**src/rtl/mem_port_arbiter_if.sv**
```systemverilog
// Bundle of requester (CPU, loader) and memory-side signals around the memory port arbiter.
// The slave modport is the arbiter's view; master is the surrounding system's view.
interface mem_port_arbiter_if #(
  parameter int ADDR_W = 12,
  parameter int DATA_W = 16,
  parameter int CNT_W  = 16
);
  logic              cpu_req;
  logic              cpu_we;
  logic [ADDR_W-1:0] cpu_addr;
  logic [DATA_W-1:0] cpu_wdata;
  logic              cpu_done;
  logic [DATA_W-1:0] cpu_rdata;
  logic              cpu_stall;

  logic              ldr_req;
  logic              ldr_we;
  logic [ADDR_W-1:0] ldr_addr;
  logic [DATA_W-1:0] ldr_wdata;
  logic              ldr_lock;
  logic              ldr_done;
  logic [DATA_W-1:0] ldr_rdata;

  logic              mem_en;
  logic              mem_we;
  logic [ADDR_W-1:0] mem_addr;
  logic [DATA_W-1:0] mem_wdata;
  logic [DATA_W-1:0] mem_rdata;

  logic [CNT_W-1:0]  conflict_cnt;

  modport slave (
    input  cpu_req, cpu_we, cpu_addr, cpu_wdata,
    output cpu_done, cpu_rdata, cpu_stall,
    input  ldr_req, ldr_we, ldr_addr, ldr_wdata, ldr_lock,
    output ldr_done, ldr_rdata,
    output mem_en, mem_we, mem_addr, mem_wdata,
    input  mem_rdata,
    output conflict_cnt
  );

  modport master (
    output cpu_req, cpu_we, cpu_addr, cpu_wdata,
    input  cpu_done, cpu_rdata, cpu_stall,
    output ldr_req, ldr_we, ldr_addr, ldr_wdata, ldr_lock,
    input  ldr_done, ldr_rdata,
    input  mem_en, mem_we, mem_addr, mem_wdata,
    output mem_rdata,
    input  conflict_cnt
  );
endinterface

```
**src/rtl/mem_port_arbiter.sv**
```systemverilog
// Two-requester arbiter for a single-port synchronous memory: IDLE/ACCESS/RESP sequencing,
// round-robin on ties, loader lock that blocks new CPU grants, saturating contention counter.
module mem_port_arbiter #(
  parameter int ADDR_W = 12,
  parameter int DATA_W = 16,
  parameter int CNT_W  = 16
) (
  input  logic              i_clk,
  input  logic              i_rst,
  mem_port_arbiter_if.slave io_bus
);

  typedef enum logic [1:0] {
    ST_IDLE   = 2'd0,
    ST_ACCESS = 2'd1,
    ST_RESP   = 2'd2
  } state_t;

  localparam logic SEL_CPU = 1'b0;
  localparam logic SEL_LDR = 1'b1;

  state_t            r_state;
  state_t            w_state_nxt;
  logic              r_owner;
  logic              r_last_grant;
  logic              r_mem_en;
  logic              r_mem_we;
  logic [ADDR_W-1:0] r_mem_addr;
  logic [DATA_W-1:0] r_mem_wdata;
  logic [CNT_W-1:0]  r_conflict_cnt;

  logic              w_cpu_resp;
  logic              w_ldr_resp;
  logic              w_arb_phase;
  logic              w_cpu_elig;
  logic              w_ldr_elig;
  logic              w_both;
  logic              w_grant;
  logic              w_winner;
  logic              w_win_we;
  logic [ADDR_W-1:0] w_win_addr;
  logic [DATA_W-1:0] w_win_wdata;

  function automatic logic [CNT_W-1:0] sat_inc(input logic [CNT_W-1:0] v);
    if (&v) begin
      return v;
    end else begin
      return v + {{(CNT_W-1){1'b0}}, 1'b1};
    end
  endfunction

  // Eligibility and winner selection; the owner finishing in RESP sits out this round.
  always_comb begin
    w_cpu_resp  = (r_state == ST_RESP) && (r_owner == SEL_CPU);
    w_ldr_resp  = (r_state == ST_RESP) && (r_owner == SEL_LDR);
    w_arb_phase = (r_state == ST_IDLE) || (r_state == ST_RESP);
    w_cpu_elig  = w_arb_phase & io_bus.cpu_req & ~io_bus.ldr_lock & ~w_cpu_resp;
    w_ldr_elig  = w_arb_phase & io_bus.ldr_req & ~w_ldr_resp;
    w_both      = w_cpu_elig & w_ldr_elig;
    w_grant     = w_cpu_elig | w_ldr_elig;
    if (w_both) begin
      w_winner = ~r_last_grant;
    end else if (w_ldr_elig) begin
      w_winner = SEL_LDR;
    end else begin
      w_winner = SEL_CPU;
    end
    if (w_winner == SEL_LDR) begin
      w_win_we    = io_bus.ldr_we;
      w_win_addr  = io_bus.ldr_addr;
      w_win_wdata = io_bus.ldr_wdata;
    end else begin
      w_win_we    = io_bus.cpu_we;
      w_win_addr  = io_bus.cpu_addr;
      w_win_wdata = io_bus.cpu_wdata;
    end
  end

  // Next-state decode.
  always_comb begin
    w_state_nxt = r_state;
    case (r_state)
      ST_IDLE: begin
        if (w_grant) begin
          w_state_nxt = ST_ACCESS;
        end else begin
          w_state_nxt = ST_IDLE;
        end
      end
      ST_ACCESS: begin
        w_state_nxt = ST_RESP;
      end
      ST_RESP: begin
        if (w_grant) begin
          w_state_nxt = ST_ACCESS;
        end else begin
          w_state_nxt = ST_IDLE;
        end
      end
      default: begin
        w_state_nxt = ST_IDLE;
      end
    endcase
  end

  // State register.
  always_ff @(posedge i_clk) begin
    if (i_rst) begin
      r_state <= ST_IDLE;
    end else begin
      r_state <= w_state_nxt;
    end
  end

  // Memory command, ownership and contention counter registers.
  always_ff @(posedge i_clk) begin
    if (i_rst) begin
      r_owner        <= SEL_CPU;
      r_last_grant   <= SEL_LDR;
      r_mem_en       <= 1'b0;
      r_mem_we       <= 1'b0;
      r_mem_addr     <= {ADDR_W{1'b0}};
      r_mem_wdata    <= {DATA_W{1'b0}};
      r_conflict_cnt <= {CNT_W{1'b0}};
    end else if (w_grant) begin
      r_owner      <= w_winner;
      r_last_grant <= w_winner;
      r_mem_en     <= 1'b1;
      r_mem_we     <= w_win_we;
      r_mem_addr   <= w_win_addr;
      r_mem_wdata  <= w_win_wdata;
      if (w_both) begin
        r_conflict_cnt <= sat_inc(r_conflict_cnt);
      end
    end else if (r_state == ST_ACCESS) begin
      r_mem_en <= 1'b0;
      r_mem_we <= 1'b0;
    end
  end

  // Done and read data are a Moore decode of RESP and the owner; memory data passes straight through.
  assign io_bus.cpu_done     = w_cpu_resp;
  assign io_bus.ldr_done     = w_ldr_resp;
  assign io_bus.cpu_rdata    = w_cpu_resp ? io_bus.mem_rdata : {DATA_W{1'b0}};
  assign io_bus.ldr_rdata    = w_ldr_resp ? io_bus.mem_rdata : {DATA_W{1'b0}};
  assign io_bus.cpu_stall    = io_bus.cpu_req & ~w_cpu_resp;
  assign io_bus.mem_en       = r_mem_en;
  assign io_bus.mem_we       = r_mem_we;
  assign io_bus.mem_addr     = r_mem_addr;
  assign io_bus.mem_wdata    = r_mem_wdata;
  assign io_bus.conflict_cnt = r_conflict_cnt;

endmodule

```
**src/flat_wrapper.sv**
```systemverilog
// flat-port wrapper written by rule: the top's interface ports become plain ports
module mem_port_arbiter_flat 
#(
  parameter int ADDR_W = 12,
  parameter int DATA_W = 16,
  parameter int CNT_W  = 16
)
  (i_clk, i_rst, io_bus_cpu_req, io_bus_cpu_we, io_bus_cpu_addr, io_bus_cpu_wdata, io_bus_cpu_done, io_bus_cpu_rdata, io_bus_cpu_stall, io_bus_ldr_req, io_bus_ldr_we, io_bus_ldr_addr, io_bus_ldr_wdata, io_bus_ldr_lock, io_bus_ldr_done, io_bus_ldr_rdata, io_bus_mem_en, io_bus_mem_we, io_bus_mem_addr, io_bus_mem_wdata, io_bus_mem_rdata, io_bus_conflict_cnt);
  mem_port_arbiter_if #(.ADDR_W(ADDR_W), .DATA_W(DATA_W), .CNT_W(CNT_W)) io_bus_i ();
  input  logic i_clk;
  input  logic i_rst;
  input wire logic [$bits(io_bus_i.cpu_req)-1:0] io_bus_cpu_req;
  input wire logic [$bits(io_bus_i.cpu_we)-1:0] io_bus_cpu_we;
  input wire logic [$bits(io_bus_i.cpu_addr)-1:0] io_bus_cpu_addr;
  input wire logic [$bits(io_bus_i.cpu_wdata)-1:0] io_bus_cpu_wdata;
  output wire logic [$bits(io_bus_i.cpu_done)-1:0] io_bus_cpu_done;
  output wire logic [$bits(io_bus_i.cpu_rdata)-1:0] io_bus_cpu_rdata;
  output wire logic [$bits(io_bus_i.cpu_stall)-1:0] io_bus_cpu_stall;
  input wire logic [$bits(io_bus_i.ldr_req)-1:0] io_bus_ldr_req;
  input wire logic [$bits(io_bus_i.ldr_we)-1:0] io_bus_ldr_we;
  input wire logic [$bits(io_bus_i.ldr_addr)-1:0] io_bus_ldr_addr;
  input wire logic [$bits(io_bus_i.ldr_wdata)-1:0] io_bus_ldr_wdata;
  input wire logic [$bits(io_bus_i.ldr_lock)-1:0] io_bus_ldr_lock;
  output wire logic [$bits(io_bus_i.ldr_done)-1:0] io_bus_ldr_done;
  output wire logic [$bits(io_bus_i.ldr_rdata)-1:0] io_bus_ldr_rdata;
  output wire logic [$bits(io_bus_i.mem_en)-1:0] io_bus_mem_en;
  output wire logic [$bits(io_bus_i.mem_we)-1:0] io_bus_mem_we;
  output wire logic [$bits(io_bus_i.mem_addr)-1:0] io_bus_mem_addr;
  output wire logic [$bits(io_bus_i.mem_wdata)-1:0] io_bus_mem_wdata;
  input wire logic [$bits(io_bus_i.mem_rdata)-1:0] io_bus_mem_rdata;
  output wire logic [$bits(io_bus_i.conflict_cnt)-1:0] io_bus_conflict_cnt;
  assign io_bus_i.cpu_req = io_bus_cpu_req;
  assign io_bus_i.cpu_we = io_bus_cpu_we;
  assign io_bus_i.cpu_addr = io_bus_cpu_addr;
  assign io_bus_i.cpu_wdata = io_bus_cpu_wdata;
  assign io_bus_cpu_done = io_bus_i.cpu_done;
  assign io_bus_cpu_rdata = io_bus_i.cpu_rdata;
  assign io_bus_cpu_stall = io_bus_i.cpu_stall;
  assign io_bus_i.ldr_req = io_bus_ldr_req;
  assign io_bus_i.ldr_we = io_bus_ldr_we;
  assign io_bus_i.ldr_addr = io_bus_ldr_addr;
  assign io_bus_i.ldr_wdata = io_bus_ldr_wdata;
  assign io_bus_i.ldr_lock = io_bus_ldr_lock;
  assign io_bus_ldr_done = io_bus_i.ldr_done;
  assign io_bus_ldr_rdata = io_bus_i.ldr_rdata;
  assign io_bus_mem_en = io_bus_i.mem_en;
  assign io_bus_mem_we = io_bus_i.mem_we;
  assign io_bus_mem_addr = io_bus_i.mem_addr;
  assign io_bus_mem_wdata = io_bus_i.mem_wdata;
  assign io_bus_i.mem_rdata = io_bus_mem_rdata;
  assign io_bus_conflict_cnt = io_bus_i.conflict_cnt;
  mem_port_arbiter #(.ADDR_W(ADDR_W), .DATA_W(DATA_W), .CNT_W(CNT_W)) u_core (.i_clk(i_clk), .i_rst(i_rst), .io_bus(io_bus_i));
endmodule
```
**config.mk**
```make
export PLATFORM = sky130hd
export DESIGN_NAME = mem_port_arbiter_flat
export DESIGN_NICKNAME = d
export VERILOG_FILES = /design/src/rtl/mem_port_arbiter_if.sv /design/src/rtl/mem_port_arbiter.sv /design/src/flat_wrapper.sv
export SDC_FILE = /design/constraint.sdc
export NUM_CORES = 1
export LEC_CHECK = 0
export BUFFER_PORTS_ARGS = -buffer_cell sky130_fd_sc_hd__buf_2
export CORE_MARGIN = 2
export CORE_UTILIZATION = 40
export CTS_BUF_LIST = sky130_fd_sc_hd__clkbuf_16
export CTS_CLUSTER_DIAMETER = 40
export DETAILED_ROUTE_END_ITERATION = 7
export GPL_ROUTABILITY_DRIVEN = 0
export GPL_TIMING_DRIVEN = 1
export PLACE_DENSITY = 0.76
export SYNTH_ARGS = -nofsm -noshare
export SYNTH_HDL_FRONTEND = slang
export SYNTH_SLANG_ARGS = --single-unit
```
**constraint.sdc**
```tcl
create_clock -name i_clk -period 2.8 [get_ports i_clk]
set_clock_uncertainty 0.15 [all_clocks]
set_input_delay 0.56 -clock i_clk [delete_from_list [all_inputs] [get_ports i_clk]]
set_output_delay 0.56 -clock i_clk [all_outputs]
set_load 0.01 [all_outputs]
```
# Word-level counts from Yosys, hierarchy flattened
# Index checks and enable logic that the tools add are counted.
op_classes:
  n_addsub: 1
  eq_ne: 2
  muxes: 12
  bitwise_logic: 14
  n_reduce_logical: 8
ops:
  columns: ["op", "count"]
  rows:
  - ["16-bit two-way mux", 3]
  - ["16-bit by 1-bit adder with 16-bit output (second input constant)", 1]
  - ["16-bit AND reduction", 1]
  - ["12-bit two-way mux", 1]
  - ["1-bit bitwise AND", 7]
  - ["1-bit two-way mux", 7]
  - ["1-bit NOT", 6]
  - ["2-bit case mux with 2 select lines", 1]
  - ["3-bit AND reduction", 1]
  - ["2-bit by 1-bit == test with 1-bit output (second input constant)", 1]
  - ["2-bit == test (second input constant)", 1]
  - ["1-bit logical AND", 2]
  - ["2-bit zero test", 1]
  - ["2-bit nonzero test", 1]
  - ["2-bit OR reduction", 1]
  - ["1-bit logical OR", 1]
  - ["1-bit OR", 1]
word_totals:
  regBits: 50
  output_inout_bits: 81

# Depth between registers and ports, before layout
# Gate-level depths: netlist (run 1).
depth:
  ltp_word: 9
  mapped_depth: 6
  ltp_nobuf: 5

# Worst setup path after synthesis (run 1)
# No wires, ideal clock.
synth_path:
  path_type: "input port to flip-flop"
  startpoint: "input port io_bus_ldr_lock"
  endpoint: "register u_core.r_conflict_cnt[9], in the netlist u_core.io_bus.conflict_cnt[9]"
  setup_time_ns: 0.121
  arrival_time_ns: 1.746
  required_time_ns: 2.529
  setup_slack_ns: 0.783
  path_stages: 5
  path_buffers: 1
  cell_sequence: "nand4bb_4 > or2_0 > buf_2 > nor4_1 > mux2_2"
synth_between:
  elab_chain_len: 5
  word_cells_on_any_way: 6
  cone_classes: "bitwise (5); reduce/logical (1)"
synth_rtl:
  columns: ["item", "line_no", "text"]
  rows:
  - ["from (decl)", "flat_wrapper.sv:23", "input wire logic [$bits(io_bus_i.ldr_lock)-1:0] io_bus_ldr_lock;"]
  - ["1-bit NOT *", "mem_port_arbiter.sv:57", "w_cpu_elig = w_arb_phase & io_bus.cpu_req & ~io_bus.ldr_lock & ~w_cpu_resp;"]
  - ["1-bit bitwise AND * (2 in a row)", "mem_port_arbiter.sv:57", null]
  - ["1-bit OR / 1-bit bitwise AND (equally long branches)", "mem_port_arbiter.sv:60, mem_port_arbiter.sv:59", null]
  - ["3-bit AND reduction (no source line) *", null, null]
  - ["to (signal assigned)", "mem_port_arbiter.sv:124", "r_conflict_cnt <= {CNT_W{1'b0}};"]
  - ["to (signal assigned)", "mem_port_arbiter.sv:133", "r_conflict_cnt <= sat_inc(r_conflict_cnt);"]
  - ["to (decl)", "mem_port_arbiter.sv:30", "logic [CNT_W-1:0] r_conflict_cnt;"]
# Mark *: on every way between the ends. The rest lies on a longest branch, timed or not.
# A chain may end at the register's enable or synchronous reset.

# Worst setup path in the final report (run 1)
layout_path:
  startpoint: "register u_core.r_state[1]"
  endpoint: "output port io_bus_cpu_rdata[4]"
layout_between:
  elab_chain_len: 3
layout_rtl:
  columns: ["item", "line_no", "text"]
  rows:
  - ["from (decl)", "mem_port_arbiter.sv:22", "state_t r_state;"]
  - ["from (signal assigned)", "mem_port_arbiter.sv:111", "r_state <= w_state_nxt;"]
  - ["2-bit == test", "mem_port_arbiter.sv:54", "w_cpu_resp = (r_state == ST_RESP) && (r_owner == SEL_CPU);"]
  - ["1-bit logical AND", "mem_port_arbiter.sv:54", null]
  - ["16-bit two-way mux", "mem_port_arbiter.sv:144", "assign io_bus.cpu_rdata = w_cpu_resp ? io_bus.mem_rdata : {DATA_W{1'b0}};"]
  - ["to (decl)", "flat_wrapper.sv:17", "output wire logic [$bits(io_bus_i.cpu_rdata)-1:0] io_bus_cpu_rdata;"]
# Every way passes these cells.

==> results of run 1 <==
[registers in the layout, summed over array words and instances (netlist names)]
| name | flops |
|---|---|
| u_core.r_owner | 1 |
| u_core.r_last_grant | 1 |
| u_core.io_bus.conflict_cnt | 16 |
| u_core.r_state | 2 |
| u_core.io_bus.mem_en | 1 |
| u_core.io_bus.mem_wdata | 16 |
| u_core.io_bus.mem_addr | 12 |
| u_core.io_bus.mem_we | 1 |
[layer usage]
layer  share of wire (%)  track usage, %  vias to the layer above
li1                    -               -                     1320
met1                  45            23.2                     1169
met2                  47            31.0                      105
met3                 6.3            4.13                       11
met4                 2.3            6.78                        0
met5                   0               0                        -
[layout by cell type (no fill, tap or decap), types with 2 or more instances in the layout]
cell         n
nor2_1      15
buf_2      159
nand2_1      6
nand3_1      8
nor2b_1      4
o41ai_1      2
clkbuf_16    5
or4_1        5
mux2_2       4
dfxtp_1     50
nor4_4       2
or3b_1       2
a311oi_1     4
a31oi_1      2
or2_2        2
and2_1      34
o31ai_1      4
mux2i_1     29
o2bb2ai_1   28
inv_1        9
nand4_1      3
buf_4        6
nand2b_1     3
o21ai_0      4
a21oi_1     12
nor4_1       3
[report_power, final]
group	internal (W)	switching (W)
combinational	0.000144	0.000150
sequential	0.000758	0.0000290
clock	0.000423	0.000266
[worst max-delay path: stages (launching register included)]
cell and delay (ns):
dfxtp_1 0.52, nand2b_1 0.15, nor2_1 0.21, buf_4 0.22, and2_1 0.14, buf_2 0.12
[stage by stage]
step	area [µm²]	power, W	worst slack (ns)	hold WS (ns)
finish	3630	0.00177	0.444	0.309
global route	3630	0.00185	0.255	0.330
CTS	3630	0.00179	0.433	0.315
detailed placement	3460	0.00110	0.339	0.293
floorplan	2590	0.000961	0.783	0.319
global placement	3460	0.00110	0.383	0.292
[cells in the mapped netlist, drive strengths merged (2+ instances only)]
library cell  number
a21oi             13
a311oi             4
a31oi              2
and2              34
buf                9
clkbuf             8
dfxtp             50
inv                9
mux2               4
mux2i             29
nand2              6
nand2b             3
nand3              9
nand4              4
nor2              15
nor2b              4
nor3b              2
nor4               5
o21ai              4
o2bb2ai           28
o31ai              4
o41ai              2
or2                3
or3b               2
or4                5
[logic make-up after synthesis]
| kind of cell | synth area share, % |
|---|---|
| DFF | 38.6 |
| muxes | 12.9 |
| AOI/OAI and AO/OA | 18.0 |
| adders and majority gates | 0.482 |
| and+or+nand+nor | 25.6 |
| buffers and inverters | 4.44 |
[worst paths after layout]
| kind | depth (start not counted) | slack, ns | start | end |
|---|---|---|---|---|
| setup reg to reg | 4 | 0.64 | u_core.r_state[0] | u_core.io_bus.conflict_cnt[9] |
| hold reg to reg | 1 | 0.31 | u_core.io_bus.mem_addr[9] | u_core.io_bus.mem_addr[9] |
| hold / removal | 1 | 0.31 | u_core.io_bus.mem_addr[9] | u_core.io_bus.mem_addr[9] |
| setup / recovery | 5 | 0.44 | u_core.r_state[1] | io_bus_cpu_rdata[4] |
[final cells by class]
class | count | area share (%)
clock inverter | 3 | 1.21
clock buffer | 5 | 3.45
sequential | 50 | 27.6
multi-input combinational | 198 | 41.0
inverter | 9 | 0.931
timing repair buffer | 165 | 23.2
tap | 77 | 2.66
==> flow_summary.json, run 1 <==
{
  "crit_arrival_ns": 1.65,
  "cp_max_fo": 15,
  "synth_edf_count": 0,
  "n_antenna_cell": 0,
  "postCtsSetupBuffers": 0,
  "drv_cap": 0,
  "nFillCells": 575,
  "setup_viol": 0,
  "fmax_mhz": 424,
  "syn_to_final_growth_pct": 39.8,
  "yosysTopAreaCell": "dfxtp_1",
  "crit_type": "flip-flop to primary output",
  "fin_crit_sh_pct": 84.1,
  "wire_per_inst_um": 13.2,
  "regArea_mm2": 0.00100,
  "worst_pin_slew_ns": 0.810,
  "syn-cell-area_mm2": 0.00259,
  "post_cts_resized": 0,
  "grt_pass1_wl_um": 10900,
  "utilization_pct": 57.5,
  "synth_ff_type": "dfxtp_1",
  "status": "finished, final reports clean",
  "detail_route.iter0.violations": 101,
  "ys_ff_latch": 50,
  "seq_area_frac_synth_pct": 38.6,
  "netlist.area_leader.share_pct": 38.6,
  "wl_um": 6710,
  "grt_max_degree": 31,
  "cp_data_required_time_ns": 2.09,
  "io_pins": 160,
  "ant_nets": 0,
  "dp_hpwl_um": 5060,
  "yosysUniqueCellTypes": 46,
  "grt_usage_pct": 18.5,
  "ys_warn_count": 0,
  "antenna_found_initial": 0,
  "dp.cells": 499,
  "drv_slew": 0,
  "fp-row-count": 29,
  "hp-class": "flip-flop to flip-flop",
  "start_util_pct": 41.1,
  "htree_num_levels": 2,
  "detail_route.first_pass.iterations": 4,
  "worst_setup_path_start_kind": "flip-flop",
  "finalSetupTns_ns": 0,
  "leakage_nw": 1.75,
  "cts.clk_slew.worst_paths_ns": 0.06,
  "via_count": 2605,
  "die_w_um": 84.5,
  "grt_pass1_vias": 2371,
  "hold_viol_final": 0,
  "powerDensity_mw_per_mm2": 488,
  "layout.cells.non_filler": 507,
  "period_minus_slack_ns": 2.36,
  "netlist_instances": 274,
  "port_buffers": 159,
  "clk_latency_ns": 0.29,
  "coreArea_mm2": 0.00631,
  "die_area_mm2": 0.00715,
  "ir_drop_mv": 0.249,
  "cts_tree": "built",
  "drc": 0,
  "overflow": 0,
  "viasPerCell": 5.14,
  "clockBufferDepth": 2,
  "yosys-top-cells-area": "dfxtp_1 39%, mux2i_1 11%, o2bb2ai_1 9.5%",
  "multi_input_area_mm2": 0.00149,
  "synth.avg_cell_area_um2": 9.47,
  "clock_sinks": 50,
  "cts_buffers": 5,
  "cp-end-kind": "primary output",
  "rsz0062_at_grt": "false",
  "async_flop_share_pct": 0,
  "chipHeight_um": 84.5,
  "nets": 509,
  "slew_headroom_pct": 46.0,
  "drive_gt1_share_pct": 43.3,
  "ctsHoldBuffers": 0,
  "clockRootBuffer": "clkbuf_16",
  "syn-num-nets": 354
}
Power figures use the tool's default switching activity.
==> run 2: changes to the inputs <==
Clock period 2.8 ns to 2.4 ns, I/O delays scaled along.
==> run 2 against run 1 <==
Net effect:
- register-to-register slack got worse by 0.30 ns
- via count down 0.35%
- first-iteration DRC count grew 2.0%
- setup slack lost 0.20 ns
- sequential share of layout area about the same
- critical path type unchanged
- largest power group unchanged
==> flow_summary.json, run 2 (same netlist as run 1, synthesis figures left out) <==
{
  "status": "finished, final reports clean",
  "fin_crit_sh_pct": 89.9,
  "worst_pin_slew_ns": 0.624,
  "layout.cells.non_filler": 508,
  "cts_tree": "built",
  "slew_headroom_pct": 58.4,
  "clock_sinks": 50,
  "clockRootBuffer": "clkbuf_16",
  "postCtsSetupBuffers": 0,
  "leakage_nw": 1.74,
  "overflow": 0,
  "post_cts_resized": 0,
  "clockBufferDepth": 2,
  "nets": 511,
  "grt_max_degree": 31,
  "dp_hpwl_um": 5100,
  "dp.cells": 501,
  "cp_data_required_time_ns": 1.77,
  "via_count": 2596,
  "htree_num_levels": 2,
  "drive_gt1_share_pct": 43.2,
  "cts.clk_slew.worst_paths_ns": 0.06,
  "grt_pass1_vias": 2479,
  "n_antenna_cell": 0,
  "r2r_cells": 5,
  "min_path_cells": 3,
  "die_area_mm2": 0.00715,
  "ant_nets": 0,
  "port_buffers": 159,
  "cp-end-kind": "primary output",
  "period_minus_slack_ns": 2.16,
  "wl_um": 6650,
  "clk_latency_ns": 0.28,
  "crit_arrival_ns": 1.53,
  "worst_setup_path_start_kind": "flip-flop",
  "drv_cap": 0,
  "coreArea_mm2": 0.00631,
  "detail_route.iter0.violations": 103,
  "cts_buffers": 5,
  "die_w_um": 84.5,
  "detail_route.first_pass.iterations": 4,
  "ir_drop_mv": 0.421,
  "nFillCells": 564,
  "start_util_pct": 41.1,
  "hp-class": "input port to flip-flop",
  "rsz0062_at_grt": "false",
  "fp-row-count": 29,
  "grt_usage_pct": 18.8,
  "drv_slew": 0,
  "io_pins": 160,
  "antenna_found_initial": 0,
  "setup_viol": 0,
  "powerDensity_mw_per_mm2": 533,
  "hold_viol_final": 0,
  "viasPerCell": 5.11,
  "layout_common_cells": "159 x buf_2, 50 x dfxtp_1, 34 x and2_1",
  "chipHeight_um": 84.5,
  "ctsHoldBuffers": 0,
  "wire_per_inst_um": 13.1,
  "drc": 0,
  "cp_max_fo": 18,
  "grt_pass1_wl_um": 11100,
  "syn_to_final_growth_pct": 39.6,
  "fmax_mhz": 463,
  "final_common_cell": "buf_2",
  "finalSetupTns_ns": 0,
  "crit_type": "flip-flop to primary output"
}
-- run 2: layer usage --
| layer | up-vias | global-route usage, % | wire, µm |
|---|---|---|---|
| met4 | 0 | 6.20 | 69 |
| met3 | 4 | 5.31 | 446 |
| met5 | - | 0 | 0 |
| met2 | 91 | 32.1 | 3170 |
| li1 | 1325 | - | - |
| met1 | 1176 | 22.7 | 2970 |
-- run 2: path summary, 6_finish.rpt --
kind | from | endpoint | slack (ns)
setup / recovery | u_core.r_state[1] | io_bus_cpu_rdata[12] | 0.24
hold / removal | io_bus_cpu_addr[6] | u_core.io_bus.mem_addr[6] | 0.31
setup reg to reg | u_core.io_bus.conflict_cnt[0] | u_core.io_bus.conflict_cnt[13] | 0.34
hold reg to reg | u_core.io_bus.mem_wdata[15] | u_core.io_bus.mem_wdata[15] | 0.31
-- run 2: stage by stage --
step                total power [W]  util, %  instance area (µm²)  hold slack [ns]  worst slack, ns
floorplan                   0.00112        -                 2590            0.319            0.424
global placement            0.00128     55.2                 3490            0.289            0.148
detailed placement          0.00129     55.2                 3490            0.291            0.115
CTS                         0.00196     57.4                 3620            0.304            0.232
global route                0.00203     57.4                 3620            0.314            0.111
finish                      0.00193     57.4                 3620            0.306            0.241
-- run 2: where the power goes --
| group | internal (W) | switching (W) | leakage (nW) | total, W |
|---|---|---|---|---|
| Combinational | 0.000173 | 0.000177 | 1.27 | 0.000349 |
| Clock | 0.000377 | 0.000287 | 0.0671 | 0.000663 |
| Sequential | 0.000885 | 0.0000332 | 0.409 | 0.000918 |
-- run 2: cell type report --
class                           count  area (µm²)  share of cell area [%]
Tap cell                           77        96.3                    2.66
Clock buffer                        5         125                    3.45
Inverter                            9        33.8                   0.932
Clock inverter                      2        11.3                   0.311
Sequential cell                    50        1000                    27.6
Multi-Input combinational cell    198        1490                    41.1
Timing Repair Buffer              167         868                    24.0
-- run 2: worst max-delay path, cell delays in order, from the launching register on --
cell and delay, ns:
dfxtp_1 0.53, nand2b_1 0.15, nor2_1 0.11, buf_4 0.19, and2_1 0.14, buf_2 0.13
==> run 3: changes to the inputs <==
Settings changed: RECOVER_POWER set to 25.
==> run 3 against run 2 <==
Net effect:
- sequential power hardly changed
- core utilization is 0.57 points lower
- first-iteration DRC count is 9.7% lower
- combinational power is 3% lower
- power is 0.41% lower
- hold slack worse by 0.00073 ns
- critical endpoint unchanged
- largest cell class unchanged
- largest power group unchanged
- highest routed layer unchanged
==> flow_summary.json, run 3 (same netlist as run 1, synthesis figures left out) <==
{
  "setup_viol": 0,
  "chipHeight_um": 84.5,
  "fin_ws_ns": 0.247,
  "clk_latency_ns": 0.28,
  "hold_viol_final": 0,
  "slew_headroom_pct": 58.5,
  "nets": 511,
  "final_common_cell": "buf_2",
  "fmax_mhz": 465,
  "drv_slew": 0,
  "crit_arrival_ns": 1.52,
  "start_util_pct": 41.1,
  "htree_num_levels": 2,
  "detail_route.iter0.violations": 93,
  "cts_tree": "built",
  "worst_pin_slew_ns": 0.622,
  "cp_data_required_time_ns": 1.77,
  "die_area_mm2": 0.00715,
  "cp-end-kind": "primary output",
  "ant_nets": 0,
  "place_ws_ns": 0.115,
  "antenna_found_initial": 0,
  "powerDensity_mw_per_mm2": 536,
  "drv_cap": 0,
  "ir_drop_mv": 0.422,
  "clkPwrFrac_pct": 34.7,
  "drive_gt1_share_pct": 36.4,
  "drc": 0,
  "n_antenna_cell": 0,
  "cts.clk_slew.worst_paths_ns": 0.06,
  "ff2ff_setup_slack_ns": 0.35,
  "ctsHoldBuffers": 0,
  "crit_type": "flip-flop to primary output",
  "grt_pass1_wl_um": 11100,
  "p_sw_w": 0.000501,
  "cpMaxStageDelayCell": "dfxtp_1",
  "critPathMaxStageDelay_ns": 0.53,
  "port_buffers": 159,
  "regArea_mm2": 0.00100,
  "overflow": 0,
  "status": "finished, final reports clean",
  "rsz0062_at_grt": "false",
  "grt_max_degree": 31,
  "wire_per_inst_um": 13.0,
  "via_count": 2589,
  "grt_pass1_vias": 2479,
  "viasPerCell": 5.10,
  "detail_route.first_pass.iterations": 4,
  "sequentialPowerShare_pct": 47.8,
  "period_minus_slack_ns": 2.15,
  "finalSetupTns_ns": 0,
  "power_frac_comb_pct": 17.5,
  "fp-row-count": 29,
  "switching_share_pct": 26.0,
  "die_w_um": 84.5,
  "nFillCells": 579,
  "power_w": 0.00192,
  "postCtsSetupBuffers": 0,
  "multi_input_area_mm2": 0.00149,
  "cp_max_fo": 18,
  "grt_usage_pct": 18.8,
  "io_pins": 160,
  "wl_um": 6620,
  "clockRootBuffer": "clkbuf_16",
  "leakage_nw": 1.63,
  "coreArea_mm2": 0.00631,
  "clock_sinks": 50,
  "post_cts_resized": 0,
  "p_int_w": 0.00142,
  "path_cells": "nand2b_1, nor2_1, buf_4, and2_1, buf_2",
  "layout_common_cells": "130 x buf_2, 50 x dfxtp_1, 34 x and2_1",
  "cts_buffers": 5,
  "worst_setup_path_start_kind": "flip-flop",
  "hp-class": "input port to flip-flop",
  "fin_hold_ws_ns": 0.306,
  "dp_hpwl_um": 5100,
  "fin_crit_sh_pct": 89.7,
  "clockBufferDepth": 2,
  "syn_to_final_growth_pct": 38.2
}
[run 3: cell count changes in the layout (fill, tap and decap cells not counted), sizes merged]
cell	change
clkbuf	+29
buf	-29
[run 3: layer usage]
metal / track usage [%] / up-vias / wire (µm)
met3: 5.31 / 4 / 443
met2: 32.1 / 97 / 3170
met1: 22.7 / 1163 / 2940
met4: 6.20 / 0 / 69
li1: - / 1325 / -
met5: 0 / - / 0
[run 3: worst max-delay path, delay by kind of cell, from the launching register on]
family / cells / cell delay [ns]
flops: 1 / 0.53
simple gates: 3 / 0.39
buf+inv: 2 / 0.32
[run 3: cell type report]
cell class	count	share of cell area, %
Inverter	9	0.942
Clock buffer	5	3.49
Sequential cell	50	27.9
Multi-Input combinational cell	198	41.5
Clock inverter	2	0.314
Timing Repair Buffer	167	23.2
Tap cell	77	2.69
[run 3: through the flow]
| stage | cells | utilization (%) | instance area, µm² |
|---|---|---|---|
| 2_1_floorplan | 274 | - | 2590 |
| 3_3_place_gp | 501 | 55.2 | 3490 |
| 3_5_place_dp | 501 | 55.2 | 3490 |
| 4_1_cts | 508 | 57.4 | 3620 |
| 5_1_grt | 508 | 56.8 | 3590 |
| 6_report | 508 | 56.8 | 3590 |
[run 3: worst paths after layout]
| check | from | endpoint | cells after the start |
|---|---|---|---|
| setup / recovery | u_core.r_state[1] | io_bus_cpu_rdata[12] | 5 |
| hold / removal | io_bus_cpu_addr[6] | u_core.io_bus.mem_addr[6] | 3 |
| setup reg to reg | u_core.io_bus.conflict_cnt[0] | u_core.io_bus.conflict_cnt[13] | 5 |
| hold reg to reg | u_core.io_bus.mem_wdata[15] | u_core.io_bus.mem_wdata[15] | 1 |
[run 3: power groups by stage]
stage / logic, W / registers (W) / clock network (W)
after floorplan: 0.000167 / 0.000955 / 0
after global placement: 0.000346 / 0.000935 / 0
after detailed placement: 0.000354 / 0.000933 / 0
after CTS: 0.000354 / 0.000918 / 0.000683
after global routing: 0.000374 / 0.000926 / 0.000717
final: 0.000337 / 0.000919 / 0.000667
